==> src/rtl/reg_pipe_wb.sv <==
// reg_pipe_wb
//   Elastic valid/ready pipeline register between execute/memory and
//   write-back. It carries the WB payload: destination register, PC, memory
//   read data, ALU result, WB mux select and register-file write enable.
//   SKID=1 adds a second (skid) entry so in_ready comes only from flops.
//   SKID=0 keeps a single entry and in_ready follows out_ready
//   combinationally.
//   FLUSH squashes every held entry on the next edge.
//   stall_cnt counts back-pressure cycles and saturates at all-ones.
//
// Ports
//   CLK, RESET (async, active-high), FLUSH (sync squash)
//   in_valid / in_ready  : upstream handshake
//   in_WC .. in_W_RB     : incoming payload
//   out_valid / out_ready: downstream handshake
//   out_WC .. out_W_RB   : registered payload (out_W_RB gated by out_valid)
//   stall_cnt            : saturating count of out_valid & !out_ready cycles
module reg_pipe_wb #(
  parameter int WC_W        = 4,
  parameter int ADDR_W      = 32,
  parameter int DATA_W      = 32,
  parameter int SKID        = 1,
  parameter int STALL_CNT_W = 16
) (
  input  logic                   CLK,
  input  logic                   RESET,
  input  logic                   FLUSH,
  input  logic                   in_valid,
  output logic                   in_ready,
  input  logic [WC_W-1:0]        in_WC,
  input  logic [ADDR_W-1:0]      in_PC,
  input  logic [DATA_W-1:0]      in_PR,
  input  logic [DATA_W-1:0]      in_alu_res,
  input  logic [1:0]             in_S_MXRB,
  input  logic                   in_W_RB,
  output logic                   out_valid,
  input  logic                   out_ready,
  output logic [WC_W-1:0]        out_WC,
  output logic [ADDR_W-1:0]      out_PC,
  output logic [DATA_W-1:0]      out_PR,
  output logic [DATA_W-1:0]      out_alu_res,
  output logic [1:0]             out_S_MXRB,
  output logic                   out_W_RB,
  output logic [STALL_CNT_W-1:0] stall_cnt
);

  localparam int PW = WC_W + ADDR_W + 2 * DATA_W + 3;

  typedef enum logic [1:0] {
    EMPTY = 2'd0,
    ONE   = 2'd1,
    TWO   = 2'd2
  } state_t;

  state_t          state;
  logic [PW-1:0]   in_data;
  logic [PW-1:0]   main_data;
  logic [PW-1:0]   skid_data;
  logic            started;
  logic            stored_w_rb;
  logic            accept;
  logic            take;

  assign in_data = {in_WC, in_PC, in_PR, in_alu_res, in_S_MXRB, in_W_RB};

  assign out_valid = (state != EMPTY);
  assign {out_WC, out_PC, out_PR, out_alu_res, out_S_MXRB, stored_w_rb} = main_data;
  // A bubble must never write the register file, whatever the payload holds.
  assign out_W_RB  = stored_w_rb & out_valid;

  assign accept = in_valid & in_ready;
  assign take   = out_valid & out_ready;

  // 'started' keeps in_ready low during reset and until the first edge after.
  generate
    if (SKID != 0) begin : g_skid
      assign in_ready = started & (state != TWO);
    end else begin : g_noskid
      assign in_ready = started & ((state == EMPTY) | out_ready);
    end
  endgenerate

  // Occupancy FSM and payload registers. Payload moves only on a transfer.
  // With SKID=0 an accept in ONE implies a take, so the skid branch is
  // unreachable and TWO is never entered.
  always_ff @(posedge CLK or posedge RESET) begin
    if (RESET) begin
      state     <= EMPTY;
      main_data <= {PW{1'b0}};
      skid_data <= {PW{1'b0}};
      started   <= 1'b0;
    end else begin
      started <= 1'b1;
      if (FLUSH) begin
        state <= EMPTY;
      end else begin
        case (state)
          EMPTY: begin
            if (accept) begin
              main_data <= in_data;
              state     <= ONE;
            end
          end
          ONE: begin
            if (accept && take) begin
              main_data <= in_data;
            end else if (accept) begin
              skid_data <= in_data;
              state     <= TWO;
            end else if (take) begin
              state <= EMPTY;
            end
          end
          TWO: begin
            if (take) begin
              main_data <= skid_data;
              state     <= ONE;
            end
          end
          default: begin
            state <= EMPTY;
          end
        endcase
      end
    end
  end

  // Saturating back-pressure counter; only RESET clears it.
  always_ff @(posedge CLK or posedge RESET) begin
    if (RESET) begin
      stall_cnt <= {STALL_CNT_W{1'b0}};
    end else if (out_valid && !out_ready && !FLUSH && !(&stall_cnt)) begin
      stall_cnt <= stall_cnt + {{(STALL_CNT_W-1){1'b0}}, 1'b1};
    end else begin
      stall_cnt <= stall_cnt;
    end
  end

endmodule

==> config.mk <==
export PLATFORM = sky130hd
export DESIGN_NAME = reg_pipe_wb
export DESIGN_NICKNAME = d
export VERILOG_FILES = /design/src/rtl/reg_pipe_wb.sv
export SDC_FILE = /design/constraint.sdc
export NUM_CORES = 1
export LEC_CHECK = 0
export ABC_AREA = 1
export CAP_MARGIN = 20
export CORE_UTILIZATION = 47
export DETAILED_ROUTE_END_ITERATION = 16
export MAX_ROUTING_LAYER = met4
export PLACE_DENSITY = 0.86
export SLEW_MARGIN = 5
export SYNTH_ARGS = -nofsm -noshare
export SYNTH_HDL_FRONTEND = slang
export SYNTH_SLANG_ARGS = --single-unit
==> constraint.sdc <==
create_clock -name CLK -period 7.4 [get_ports CLK]
set_input_delay 0.74 -clock CLK [delete_from_list [all_inputs] [get_ports CLK]]
set_output_delay 0.74 -clock CLK [all_outputs]
set_load 0.01 [all_outputs]
==> results.py <==
metrics = {
    "clock_network": {
        "cts_resized": 0,
        "root_buffer": "clkbuf_16",
        "clkTransAtPathRegs_ns": 0.06,
        "cts_made_buffers": 25,
        "ctsHoldBuffers": 0,
        "clk_path_buf_depth": 3,
        "cts_tree": "yes",
        "clkLatencyLatePin_ns": 0.51,
        "postCtsSetupBuffers": 0,
        "cts.sinks": 225,
        "htree_levels": 1,
    },
    "finish": {
        "synthToLayoutAreaGrowth_pct": 22.29,
        "diodes": 0,
        "drive_gt1_frac": 0.03442,
        "fin_util": 0.5878,
        "fin_nets": 1694,
    },
    "die": {
        "die_w_microns": 156.9,
        "fp-row-count": 56,
        "initial_utilization": 0.4807,
        "io_pins": 229,
        "core_sq_um": 23470,
        "die_area_sq_um": 24630,
        "die-height_microns": 156.9,
    },
    "sta": {
        "slew_viol_final": 0,
        "setup_viol": 0,
        "fin_skew_ns": 0.007817,
        "maxSlewHeadroom": 0.2219,
        "rsz0062_at_grt": "false",
        "fin_setup_tns_ns": 0,
        "timing.final.crit_share": 0.5221,
        "finalHoldViolCount": 0,
        "period_needed_ns": 3.863,
        "tightest_slew_ns": 1.167,
        "fmax_ghz": 0.2588,
    },
    "yosys": {
        "synth.area.top_cells": "dfrtp_1 (50%), nand2_1 (27%), nand3_1 (9.7%)",
        "synth_common_cells": "nand2_1 (800), dfrtp_1 (225), nand3_1 (218), buf_4 (105), buf_2 (46)",
        "synth_area_sq_um": 11280,
        "ys_ff_latch": 225,
        "avgSynthCellArea_sq_um": 7.467,
        "synthCells": 1511,
        "ys_seq_area_frac": 0.4991,
        "ys.flop_type": "dfrtp_1",
        "synth_fp_nets": 1620,
        "yosys_warnings": 0,
        "synth_area_leader_cell": "dfrtp_1",
        "synth-async-reset-ratio": 1.000,
        "synthMostInstantiatedCell": "nand2_1",
        "yosysUniqueCellTypes": 21,
        "synth-edff-count": 0,
        "synth_top_area_frac": 0.4991,
    },
    "power": {
        "ir_drop_v": 0.0002243,
        "powerDensity_nw_per_um2": 313.2,
        "p_leak_uw": 0.007152,
    },
    "drt": {
        "ant_nets": 0,
        "drt-vias-per-instance": 5.172,
        "drc": 0,
        "vias": 9915,
        "routed_wl_microns": 28390,
        "drt-initial-drc-count": 631,
        "drt-wirelength-per-cell_microns": 14.81,
        "firstDrtPassIters": 6,
    },
    "setup_path": {
        "critPathMaxStageDelay_ns": 0.71,
        "crit_fanout": 67,
        "worstPathArrival_ns": 4.25,
        "worstPathCellList": "inv_2, nand2_4, clkinv_2, nor2_2, nand3_1, nand2_4, buf_16, nand2_4, buf_16, nand2_1, nand2_1",
        "slowest_stage": "clkinv_2",
        "timing.critical_path.mode_cell": "nand2_4",
        "worstPathRequired_ns": 7.79,
        "end_kind": "flip-flop",
        "cp_top_family": "simple AND/OR/NAND/NOR gates",
        "worst-path-buf-inv": 4,
        "start_kind": "flip-flop",
        "critical_path_class": "flip-flop to flip-flop",
    },
    "worst_hold_path": {
        "hold_class": "flip-flop to flip-flop",
    },
    "global_route": {
        "overflow": 0,
        "grt_first_pass_wirelength_microns": 46820,
        "gr-usage-all-layers": 0.2417,
        "grt_max_degree": 159,
        "grt_pass1_vias": 9507,
        "grt_antenna_before_repair": 0,
    },
    "status": {
        "status": "finished, final reports clean",
    },
    "placed_design": {
        "place_hpwl_microns": 16870,
        "portBuffers": 228,
        "gp_congestion": 0.8386,
    },
    "flow_run": {
        "maxCapViolCount": 0,
    },
}
-- worst paths after layout --
| check | startpoint | end | slack [ns] | depth (start not counted) |
|---|---|---|---|---|
| max reg2reg | state[0] | main_data[54] | 3.54 | 11 |
| max in group asynchronous | RESET | skid_data[38] | 5.03 | 4 |
| min reg2reg | skid_data[58] | skid_data[58] | 0.47 | 2 |
| max | state[0] | main_data[54] | 3.54 | 11 |
| min | skid_data[58] | skid_data[58] | 0.47 | 2 |
| min in group asynchronous | RESET | main_data[90] | 0.66 | 2 |
-- logic make-up after synthesis --
logic type,count (synthesis),share of synthesized area
other,1,0.0003324
DFF,225,0.4991
adders and majority gates,1,0.001109
xor gates and xnor gates,7,0.005434
buffers and inverters,215,0.1116
and+or+nand+nor,1055,0.3791
AOI/OAI and AO/OA,7,0.003438
-- state kept, by name, indices dropped and copies added (netlist names) --
register and count:
state 2, main_data 103, skid_data 103, stall_cnt 16
started 1
-- metrics by stage --
stage / total power, uW / std cells / instance area, sq um / hold WS [ns] / worst slack (ns)
3_5_place_dp: 3150 / 1872 / 12900 / 0.4580 / 3.090
3_3_place_gp: 3087 / 1871 / 12880 / 0.4531 / 2.872
4_1_cts: 4341 / 1912 / 13670 / 0.4721 / 3.322
5_1_grt: 4578 / 1917 / 13800 / 0.4791 / 3.240
6_report: 4321 / 1917 / 13800 / 0.4684 / 3.537
2_1_floorplan: 2748 / 1511 / 11280 / 0.4419 / 0.4972
-- metal layers --
layer | vias to the layer above | part of all wire | track usage
li1 | 4756 | - | -
met3 | 40 | 0.086 | 0.04323
met2 | 411 | 0.49 | 0.3924
met4 | 0 | 0.015 | 0.06956
met5 | - | 0 | -
met1 | 4708 | 0.41 | 0.3101
-- cell usage in the layout (no fill, tap or decap), types with 3 or more instances in the layout --
cell type / Yosys / layout
xnor2_1: 7 / 7
buf_4: 105 / 5
o21ai_0: 5 / 5
nand2_4: 0 / 4
nor2_1: 21 / 21
nand4_1: 7 / 7
nand2_1: 800 / 798
buf_16: 0 / 5
clkdlybuf4s50_1: 0 / 228
clkbuf_16: 0 / 25
clkbuf_1: 41 / 8
inv_1: 20 / 19
nand3_1: 218 / 218
nor3_1: 3 / 3
clkbuf_8: 0 / 5
dfrtp_1: 225 / 225
-- layout make-up --
cell class	instances	area, sq um
Clock buffer	38	724.4
Clock inverter	2	38.79
Fill cell	2021	9676
Inverter	23	97.59
Multi-Input combinational cell	1071	4429
Sequential cell	225	5630
Tap cell	319	399.1
Timing Repair Buffer	239	2477
-- worst reg2reg max path: cells and delay by family (launching register included) --
family | cells | cell delay (ns)
simple gates | 7 | 1.90
flops | 1 | 0.40
buf+inv | 4 | 1.44
-- report_power, final --
part           internal (uW)  switching (uW)  total [uW]
Clock                    701             468        1170
Sequential              1640             243        1880
Combinational            641             629        1270
Note: power is estimated with default switching activity, not from simulation.
